===== src/rtl/blinkers_pkg.sv =====
// Shared types and LFSR helpers for the blinkers interval sources.
package blinkers_pkg;

   localparam int                LFSR_W       = 16;
   // Taps at bits 15, 13, 12 and 10 (x^16 + x^14 + x^13 + x^11 + 1, maximal length).
   localparam logic [LFSR_W-1:0] LFSR_TAPS    = 16'hB400;
   localparam logic [LFSR_W-1:0] DEFAULT_SEED = 16'hACE1;

   typedef enum logic {
      FILL = 1'b0,
      HOLD = 1'b1
   } state_e;

   function automatic logic lfsr_fb(input logic [LFSR_W-1:0] l);
      return ^(l & LFSR_TAPS);
   endfunction

   function automatic logic [LFSR_W-1:0] lfsr_step(input logic [LFSR_W-1:0] l);
      return {l[LFSR_W-2:0], lfsr_fb(l)};
   endfunction

   // An all-zero seed would lock the LFSR, so it is swapped for the default.
   function automatic logic [LFSR_W-1:0] legal_seed(input logic [LFSR_W-1:0] s);
      return (s == '0) ? DEFAULT_SEED : s;
   endfunction

endpackage


===== src/rtl/lfsr16.sv =====
// 16-bit Fibonacci LFSR register with synchronous load (priority) and step enable.
module lfsr16
   import blinkers_pkg::*;
#(
   parameter logic [LFSR_W-1:0] RESET_VAL = DEFAULT_SEED
) (
   input  logic              clk,
   input  logic              rstbtn_n,
   input  logic              step,
   input  logic              load,
   input  logic [LFSR_W-1:0] load_data,
   output logic [LFSR_W-1:0] q
);

   // NOTE: registers update with <= so every flop samples pre-edge values.
   always_ff @(posedge clk or negedge rstbtn_n) begin
      if (!rstbtn_n) begin
         q <= RESET_VAL;
      end else if (load) begin
         q <= load_data;
      end else if (step) begin
         q <= lfsr_step(q);
      end
   end

endmodule


===== src/rtl/blink_interval_lfsr.sv =====
// LED3 blink-interval source: rejection-samples LFSR bits into [MIN_INT, MAX_INT]
// and offers each value on a valid/ready handshake, falling back to MIN_INT.
module blink_interval_lfsr
   import blinkers_pkg::*;
#(
   parameter logic [LFSR_W-1:0] SEED      = 16'hACE1,
   parameter int                IW        = 4,
   parameter int                MIN_INT   = 2,
   parameter int                MAX_INT   = 15,
   parameter int                MAX_TRIES = 8
) (
   input  logic              clk,
   input  logic              rstbtn_n,
   input  logic              seed_load,
   input  logic [LFSR_W-1:0] seed_data,
   output logic [IW-1:0]     interval,
   output logic              interval_valid,
   input  logic              interval_ready,
   output logic [7:0]        reject_cnt,
   output logic [LFSR_W-1:0] lfsr_state
);

   localparam int                TRY_W    = (MAX_TRIES > 1) ? $clog2(MAX_TRIES) : 1;
   localparam logic [TRY_W-1:0]  TRY_LAST = TRY_W'(MAX_TRIES - 1);
   // One extra bit keeps the range test meaningful when MAX_INT is the all-ones value.
   localparam logic [IW:0]       MIN_EXT  = (IW+1)'(MIN_INT);
   localparam logic [IW:0]       MAX_EXT  = (IW+1)'(MAX_INT);
   localparam logic [IW-1:0]     FALLBACK = IW'(MIN_INT);
   localparam logic [LFSR_W-1:0] SEED_OK  = legal_seed(SEED);

   state_e           state_q, state_d;
   logic [IW-1:0]    interval_q, interval_d;
   logic [TRY_W-1:0] try_q, try_d;
   logic [7:0]       rej_q, rej_d;
   logic             step;
   logic [IW:0]      cand;
   logic             in_range;

   lfsr16 #(
      .RESET_VAL(SEED_OK)
   ) u_lfsr (
      .clk      (clk),
      .rstbtn_n (rstbtn_n),
      .step     (step),
      .load     (seed_load),
      .load_data(legal_seed(seed_data)),
      .q        (lfsr_state)
   );

   // Low IW bits of the post-step LFSR value, without forming the whole next word.
   assign cand     = {1'b0, lfsr_state[IW-2:0], lfsr_fb(lfsr_state)};
   assign in_range = (cand >= MIN_EXT) && (cand <= MAX_EXT);
   assign step     = (state_q == FILL) && !seed_load;

   // NOTE: every always_comb output gets a default first so no latch is inferred.
   always_comb begin
      state_d    = state_q;
      interval_d = interval_q;
      try_d      = try_q;
      rej_d      = rej_q;
      if (seed_load) begin
         state_d = FILL;
         try_d   = '0;
      end else begin
         case (state_q)
            FILL: begin
               if (in_range) begin
                  interval_d = cand[IW-1:0];
                  try_d      = '0;
                  state_d    = HOLD;
               end else begin
                  if (rej_q != 8'hFF) rej_d = rej_q + 8'd1;
                  if (try_q == TRY_LAST) begin
                     interval_d = FALLBACK;
                     try_d      = '0;
                     state_d    = HOLD;
                  end else begin
                     try_d = try_q + 1'b1;
                  end
               end
            end
            HOLD: begin
               if (interval_ready) state_d = FILL;
            end
            default: state_d = FILL;
         endcase
      end
   end

   always_ff @(posedge clk or negedge rstbtn_n) begin
      if (!rstbtn_n) begin
         state_q    <= FILL;
         interval_q <= '0;
         try_q      <= '0;
         rej_q      <= '0;
      end else begin
         state_q    <= state_d;
         interval_q <= interval_d;
         try_q      <= try_d;
         rej_q      <= rej_d;
      end
   end

   // HOLD is exactly the offering state, so valid is the decoded state bit.
   assign interval_valid = (state_q == HOLD);
   assign interval       = interval_q;
   assign reject_cnt     = rej_q;

endmodule


===== config.mk =====
export PLATFORM = sky130hd
export DESIGN_NAME = blink_interval_lfsr
export DESIGN_NICKNAME = d
export VERILOG_FILES = /design/src/rtl/blinkers_pkg.sv /design/src/rtl/lfsr16.sv /design/src/rtl/blink_interval_lfsr.sv
export SDC_FILE = /design/constraint.sdc
export NUM_CORES = 1
export LEC_CHECK = 0
export ABC_CLOCK_PERIOD_IN_PS = 2000
export CAP_MARGIN = 20
export CELL_PAD_IN_SITES_DETAIL_PLACEMENT = 0
export CELL_PAD_IN_SITES_GLOBAL_PLACEMENT = 1
export CORE_ASPECT_RATIO = 1.1
export CORE_MARGIN = 4
export CORE_UTILIZATION = 35
export DETAILED_ROUTE_END_ITERATION = 10
export PLACE_DENSITY = 0.89
export SYNTH_ARGS = -nofsm -noshare
export SYNTH_HDL_FRONTEND = slang
export SYNTH_SLANG_ARGS = --single-unit
export TNS_END_PERCENT = 100

===== constraint.sdc =====
create_clock -name clk -period 2 [get_ports clk]
set_input_delay 0.4 -clock clk [delete_from_list [all_inputs] [get_ports clk]]
set_output_delay 0.4 -clock clk [all_outputs]
set_load 0.005 [all_outputs]

### Word level (Yosys, flattened, before mapping)

Index checks and enable logic that the tools add are counted.

| word-level totals | value |
|---|---|
| output and inout port bits | 29 |
| register bits after elaboration | 32 |
| input port bits | 20 |
| word-level logic and storage cells | 38 |

| cells by class | value |
|---|---|
| bitwise gates (word level) | 3 |
| reductions and logical operators | 9 |
| mux-type cells | 14 |
| add/sub/neg operators | 2 |
| equality and inequality tests | 3 |
| magnitude comparators | 2 |

Operators with widths:

| operator | count |
|---|---|
| 16-bit two-way mux | 3 |
| 16-bit zero test | 1 |
| 16-bit XOR reduction | 1 |
| 3-bit two-way mux | 4 |
| 8-bit by 1-bit adder with 8-bit output, second input constant | 1 |
| 4-bit two-way mux | 2 |
| 8-bit inequality test, second input constant | 1 |
| 4-bit by 2-bit >= comparator with 1-bit output, second input constant | 1 |
| 4-bit less-or-equal comparator, second input constant | 1 |
| 1-bit two-way mux | 4 |
| 4-bit AND reduction | 1 |
| 2-bit nonzero test | 2 |
| 3-bit by 1-bit adder with 3-bit output, second input constant | 1 |
| 3-bit equality test, second input constant | 1 |
| 1-bit inverter | 3 |
| 3-bit AND reduction | 1 |
| 1-bit logical AND | 2 |
| 2-bit inequality test, second input constant | 1 |
| 1-bit case mux with 2 select lines | 1 |
| 1-bit zero test | 1 |

### Longest topological paths before layout

Gate-level depths: netlist of run 1.

| logic depth | value |
|---|---|
| depth in word-level cells | 6 |
| gate-level depth with buffers | 6 |
| depth with buffers taken out | 6 |

### Hierarchy

From an unflattened synthesis of run 1, not the netlist that was laid out.

| second synthesis, totals | value |
|---|---|
| cells, all modules | 168 |
| area, all modules | 1717.9 sq um |

Modules (own cells, without submodules):

| module | times used | area each (sq um) | sequential area each (sq um) | cells an instance |
|---|---|---|---|---|
| blink_interval_lfsr | 1 | 927.1 | 400.4 | 95 |
| lfsr16 | 1 | 790.8 | 410.4 | 73 |

### Worst setup path after synthesis of run 1

No wires, ideal clock.

| timing path | value |
|---|---|
| kind | flip-flop to flip-flop |
| from | reg rej_q[0] (netlist: reject_cnt[0]) |
| to | reg rej_q[1] (netlist: reject_cnt[1]) |
| path buffers | 0 |
| cell stages (with the launch flop) | 5 |
| data arrival time | 1.602 ns |
| required time | 1.875 ns |
| setup slack | 0.274 ns |
| cell sequence | dfrtp_1 ha_1 and3_1 a211oi_4 mux2_2 |

| on the way | value |
|---|---|
| cells in the longest elaborated chain, start to end | 2 |
| elaborated cells between the ends (all ways) | 3 |
| classes of those cells | add/sub: 1; eq/ne: 1; reduce/logical: 1 |

Ends and longest elaborated chain:

| element | RTL line | RTL |
|---|---|---|
| start: declaration | blink_interval_lfsr.sv:34 | `logic [7:0] rej_q, rej_d;` |
| start signal: assignment | blink_interval_lfsr.sv:100 | `rej_q <= rej_d;` |
| parallel branches: the longest is 2 deep, another holds 8-bit by 1-bit adder with 8-bit output | n/a |  |

Several ways; the timed one is not identified.
A chain may end at the register's enable or synchronous reset.

### Final worst setup path of run 1

| timing path | value |
|---|---|
| from | reg u_lfsr.q[0] |
| to | out lfsr_state[0] |

RTL lines:

| element | RTL line | RTL |
|---|---|---|
| start: declaration | lfsr16.sv:12 | `output logic [LFSR_W-1:0] q` |
| start signal: assignment | lfsr16.sv:20 | `q <= load_data;` |
| start signal: assignment | lfsr16.sv:22 | `q <= lfsr_step(q);` |
| end: declaration | blink_interval_lfsr.sv:20 | `output logic [LFSR_W-1:0] lfsr_state` |

No word-level cell between the ends.

==> reports/results.ini, run 1 <==
[die]
start_util = 0.361
dieArea_sq_um = 5550
fp-row-count = 25
coreArea_sq_um = 4290
die_height_microns = 77.7
ios = 49
die_w_microns = 71.4

[pwr]
ir_drop_mv = 0.555
cellPowerDensity_nw_per_um2 = 924
leakagePower_uw = 0.000915

[synthesis]
synth_nets = 160
avgSynthCellArea_sq_um = 11.3
netlist_instances = 137
netlist_area_sq_um = 1550
yosysMostFrequentCell = dfrtp_1
synth-warning-count = 0
synthFlopType = dfrtp_1
synth_edf_count = 0
synth-seq-cells = 32
synth_top_area_cell = dfrtp_1
ys_async_sr_fraction = 1.00
ys_seq_area_frac = 0.524
synth_top_area_frac = 0.388
yosysUniqueCellTypes = 29
ys_top_cells_by_count = dfrtp_1 (24), nand2_1 (18), o21ai_0 (10)
synthTopCellsByArea = dfrtp_1 (39%), dfstp_2 (14%), mux2i_1 (5.8%)

[routing]
drc_errors = 0
vias_per_cell = 5.17
wl_met1_microns = 1520
detail_route.wl_per_cell_microns = 14.3
totalWireLength_microns = 3540
firstDrtPassIters = 4
num_vias = 1276
drtAntennaViolNets = 0
drt_iter0_markers = 63
wl_met3_microns = 322
dr_wl_met2_microns = 1630
highest_layer = met4

[clocking]
ctsLongestPathBuffers = 2
ctsHoldBuffers = 0
cts_root_buf = clkbuf_8
tritoncts = done
cts_buffers = 5
clkSinkCount = 32
post-cts-setup-buffers = 0
clock_latency_ns = 0.28
htreeDepth = 2
path_clk_slew_ns = 0.07
cts_resized = 0

[sta]
grt_setup_unrepaired = no
drv_slew = 0
max_slew_margin = 0.731
finalClockSkew_ns = 0.00414
tightest_slew_ns = 0.403
finalCriticalPeriod_ns = 1.79
setup_viol = 0
finalHoldViolations = 0
clock.fmax_mhz = 558
fin_tns_setup_ns = 0
fin_crit_sh = 0.896

[worst_setup_path]
worstSetupStartpointType = register
path_max_fanout = 7
cp.required_ns = 1.60
worst_path_dominant_cell_family = flip-flops
cp_slowest_cell = dfstp_2
crit_arrival_ns = 1.39
critical_path_class = reg -> out
reg2reg_depth = 6
worstSetupEndpointType = output port
path_depth = 1
cp.buffers_inverters = 1
path_cells = clkdlybuf4s50_1
slowest_delay_ns = 0.59

[place]
io_buffer_count = 48
place_inst = 239
dpl.hpwl_microns = 2620
gp_congestion = 0.763

[status]
status = completed

[grt]
grt_pass1_vias = 1256
grt_first_pass_wirelength_microns = 5930
grt_max_degree = 33
grt.overflow.total = 0
antenna_found_initial = 0
grt_usage = 0.139

[flow_run]
maxCapViolCount = 0

[layout]
final_cells = 247
drive_gt1_frac = 0.176
nets = 215
diodes = 0
syn2layout_area_growth_pct = 42.6

[worst_hold_path]
min_path_type = reg -> reg
min_path_cells = 2

-- area by class of cell --
cell class	instances	area, sq um
Fill cell	391	2080
Sequential cell	32	811
Multi-Input combinational cell	99	711
Timing Repair Buffer	54	526
Clock buffer	6	82.6
Tap cell	54	67.6
Clock inverter	2	10.0
-- metrics by stage --
step / hold slack (ns) / utilization / cell area, sq um / setup slack (ns) / total power [uW]
6_report: 0.483 / 0.515 / 2210 / 0.207 / 2040
5_1_grt: 0.519 / 0.515 / 2210 / 0.0895 / 2180
4_1_cts: 0.485 / 0.515 / 2210 / 0.189 / 2070
3_5_place_dp: 0.470 / 0.493 / 2110 / -0.00658 / 1550
3_3_place_gp: 0.460 / 0.493 / 2110 / 0.0446 / 1540
2_1_floorplan: 0.104 / - / 1550 / 0.274 / 1160
-- sequential cells by signal, indices dropped and copies added, names as in the netlist --
register        flops
reject_cnt          8
try_q               3
interval            4
interval_valid      1
u_lfsr.q           16
-- path summary, 6_finish.rpt --
kind | endpoint | startpoint | slack [ns]
setup reg to reg | reject_cnt[7] | reject_cnt[1] | 0.22
hold reg to reg | interval[3] | interval[3] | 0.48
setup / recovery | lfsr_state[0] | u_lfsr.q[0] | 0.21
min in group asynchronous | u_lfsr.q[4] | rstbtn_n | 0.50
max in group asynchronous | u_lfsr.q[11] | rstbtn_n | 1.16
hold / removal | interval[3] | interval[3] | 0.48
-- layer usage --
layer / global-route usage / vias up
met3: 0.0674 / 5
met4: 0.0620 / 0
met2: 0.211 / 39
met5: 0 / -
met1: 0.164 / 623
li1: - / 609
-- cell families (layout without fill, tap and decap cells) --
family,after synthesis,in the layout,synth area share
simple gates,45,45,0.153
fa+ha+maj,3,3,0.0243
buf+inv,6,62,0.0170
compound gates,24,24,0.109
mux,17,17,0.116
xor+xnor,10,10,0.0566
flops,32,32,0.524
-- report_power, final --
part / total (uW) / switching, uW / internal, uW
logic: 631 / 238 / 394
clock network: 512 / 238 / 274
registers: 896 / 116 / 780
-- layout by cell type, fill, tap and decap left out --
cell type        instances
nor3_1                   3
or2_2                    1
a32o_1                   1
nand4_1                  4
and2_1                   1
or3_4                    1
a211oi_1                 1
or4_2                    1
ha_1                     3
nor2_1                   4
xor2_1                   2
nand3_1                  1
clkdlybuf4s50_1         48
a211oi_4                 1
mux2_2                   8
a21oi_1                  4
clkinv_2                 2
xnor2_1                  8
nand2_1                 18
mux2i_1                  9
and4_1                   2
dfstp_2                  8
o21ai_0                 10
clkbuf_8                 6
nand3b_1                 2
and3_1                   2
o22a_1                   7
nand2b_1                 1
dfrtp_1                 24
buf_4                    6
nor4_1                   4
No activity file was read; power rests on OpenSTA's default activity.
==> inputs of run 2 (changes only) <==
--- a/config.mk
+++ b/config.mk
@@ -9,9 +9,8 @@
 export CAP_MARGIN = 20
-export CELL_PAD_IN_SITES_DETAIL_PLACEMENT = 0
-export CELL_PAD_IN_SITES_GLOBAL_PLACEMENT = 1
 export CORE_ASPECT_RATIO = 1.1
 export CORE_MARGIN = 4
-export CORE_UTILIZATION = 35
+export CORE_UTILIZATION = 46
 export DETAILED_ROUTE_END_ITERATION = 10
 export PLACE_DENSITY = 0.89
+export SLEW_MARGIN = 20
 export SYNTH_ARGS = -nofsm -noshare
--- a/constraint.sdc
+++ b/constraint.sdc
@@ -3,2 +3,2 @@
 set_output_delay 0.4 -clock clk [all_outputs]
-set_load 0.005 [all_outputs]
+set_load 0.02 [all_outputs]
==> reports/results.ini, run 2 (synthesis results as in run 1) <==
[status]
status = completed

[layout]
top_register = u_lfsr.q
final_util = 0.688  ; +0.173
drive_gt1_frac = 0.170  ; -0.00606
most-common-layout-cells = clkdlybuf4s50_1 (46), dfrtp_1 (24), nand2_1 (18)
largest_register_ff_count = 16  ; unchanged
syn2layout_area_growth_pct = 39.0
final_cells = 228  ; -7.7%
diodes = 0  ; unchanged
multi_input_area_sq_um = 711  ; unchanged
fillCellCount = 222  ; -43%
register_area_sq_um = 811  ; unchanged
layout_commonest_cell = clkdlybuf4s50_1
nets = 216  ; +0.47%

[routing]
num_vias = 1273  ; -0.24%
firstDrtPassIters = 4  ; unchanged
totalWireLength_microns = 3650  ; +3.1%
drtAntennaViolNets = 0  ; unchanged
detail_route.wl_per_cell_microns = 16.0  ; +12%
drc_errors = 0  ; unchanged
highest_layer = met4
wl_met1_microns = 1550  ; +2.6%
wl_met3_microns = 214  ; -34%
dr_wl_met2_microns = 1770  ; +8.4%
drt_iter0_markers = 30  ; -52%
vias_per_cell = 5.58  ; +8.1%

[place]
dpl.hpwl_microns = 2770  ; +5.9%
place_inst = 220  ; -7.9%
dpl_worst_slack_ns = -0.0000864  ; +0.00649 ns
io_buffer_count = 48  ; unchanged
gp_congestion = 0.786  ; +3.1%

[pwr]
cellPowerDensity_nw_per_um2 = 932  ; +0.84%
ir_drop_mv = 0.586  ; +5.6%
leakagePower_uw = 0.000917  ; +0.21%

[grt]
grt_usage = 0.181  ; +0.0418
grt_max_degree = 33  ; unchanged
antenna_found_initial = 0  ; unchanged
grt_pass1_vias = 1284  ; +2.2%
grt_first_pass_wirelength_microns = 5840  ; -1.6%
grt.overflow.total = 0  ; unchanged

[sta]
drv_slew = 0  ; unchanged
clock.fmax_mhz = 518  ; -7.1%
setup_viol = 0  ; unchanged
finalCriticalPeriod_ns = 1.93  ; +0.137 ns
grt_setup_unrepaired = no
max_slew_margin = 0.742  ; +0.0106
finalHoldViolations = 0  ; unchanged
hold_slack_ns = 0.443  ; -0.0403 ns
finalClockSkew_ns = 0.0146  ; +0.0104 ns
fin_tns_setup_ns = 0  ; unchanged
fin_ws_ns = 0.0702  ; -0.137 ns
fin_crit_sh = 0.965  ; +0.0684
tightest_slew_ns = 0.388  ; -0.0159 ns

[worst_setup_path]
worst_path_dominant_cell_family = buffers and inverters
cp_slowest_cell = clkdlybuf4s50_1
crit_arrival_ns = 1.53  ; +0.14 ns
worstSetupStartpointType = register
critical_path_class = reg -> out
slowest_delay_ns = 0.61  ; +0.02 ns
path_max_fanout = 4  ; -3
path_cells = clkdlybuf4s50_1
rrSetupSlack_ns = 0.15  ; -0.07 ns
cp.buffers_inverters = 1  ; unchanged
worstSetupEndpointType = output port
cp.required_ns = 1.60  ; about the same

[clocking]
path_clk_slew_ns = 0.10  ; +0.03 ns
cts_buffers = 5  ; unchanged
htreeDepth = 2  ; unchanged
ctsLongestPathBuffers = 2  ; unchanged
cts_root_buf = clkbuf_4
cts_resized = 0  ; unchanged
ctsHoldBuffers = 0  ; unchanged
clock_latency_ns = 0.34  ; +0.06 ns
post-cts-setup-buffers = 0  ; unchanged
tritoncts = done
clkSinkCount = 32  ; unchanged

[flow_run]
maxCapViolCount = 0  ; unchanged

[die]
ios = 49  ; unchanged
die_w_microns = 63.3  ; -11%
coreArea_sq_um = 3130  ; -27%
start_util = 0.495  ; +0.134
fp-row-count = 21  ; -16%
dieArea_sq_um = 4360  ; -22%
die_height_microns = 68.8  ; -11%

[worst_hold_path]
min_path_type = in -> async

## run 2: layout make-up
| cell class | count | share of cell area |
|---|---|---|
| clock buffer | 7 | 0.0209 |
| clock inverter | 1 | 0.00233 |
| multi-input combinational | 99 | 0.330 |
| sequential | 32 | 0.377 |
| tap | 34 | 0.0198 |
| timing repair buffer | 55 | 0.250 |
## run 2: metrics by stage
stage	cell area, sq um	total power [uW]
final	2150	2010
after global routing	2150	2130
after global placement	2100	1640
after CTS	2150	2030
after floorplan	1550	1290
after detailed placement	2100	1680
## run 2: layer usage
| metal | track usage | up-vias |
|---|---|---|
| met2 | 0.296 | 47 |
| met3 | 0.0632 | 11 |
| li1 | - | 611 |
| met1 | 0.209 | 604 |
| met5 | 0 | - |
| met4 | 0.102 | 0 |
## run 2: worst paths after layout
check / from / to / cells after the start
worst max-delay path: u_lfsr.q[10] / lfsr_state[10] / 1
worst min-delay path: rstbtn_n / u_lfsr.q[8] / 2
worst max register to register: reject_cnt[0] / reject_cnt[1] / 4
worst min register to register: interval[3] / interval[3] / 2
max in group asynchronous: rstbtn_n / u_lfsr.q[13] / 2
min in group clk: interval[3] / interval[3] / 2
## run 2: power by group
group,internal [uW],switching (uW)
Sequential,779,125
Combinational,389,366
Clock,137,209
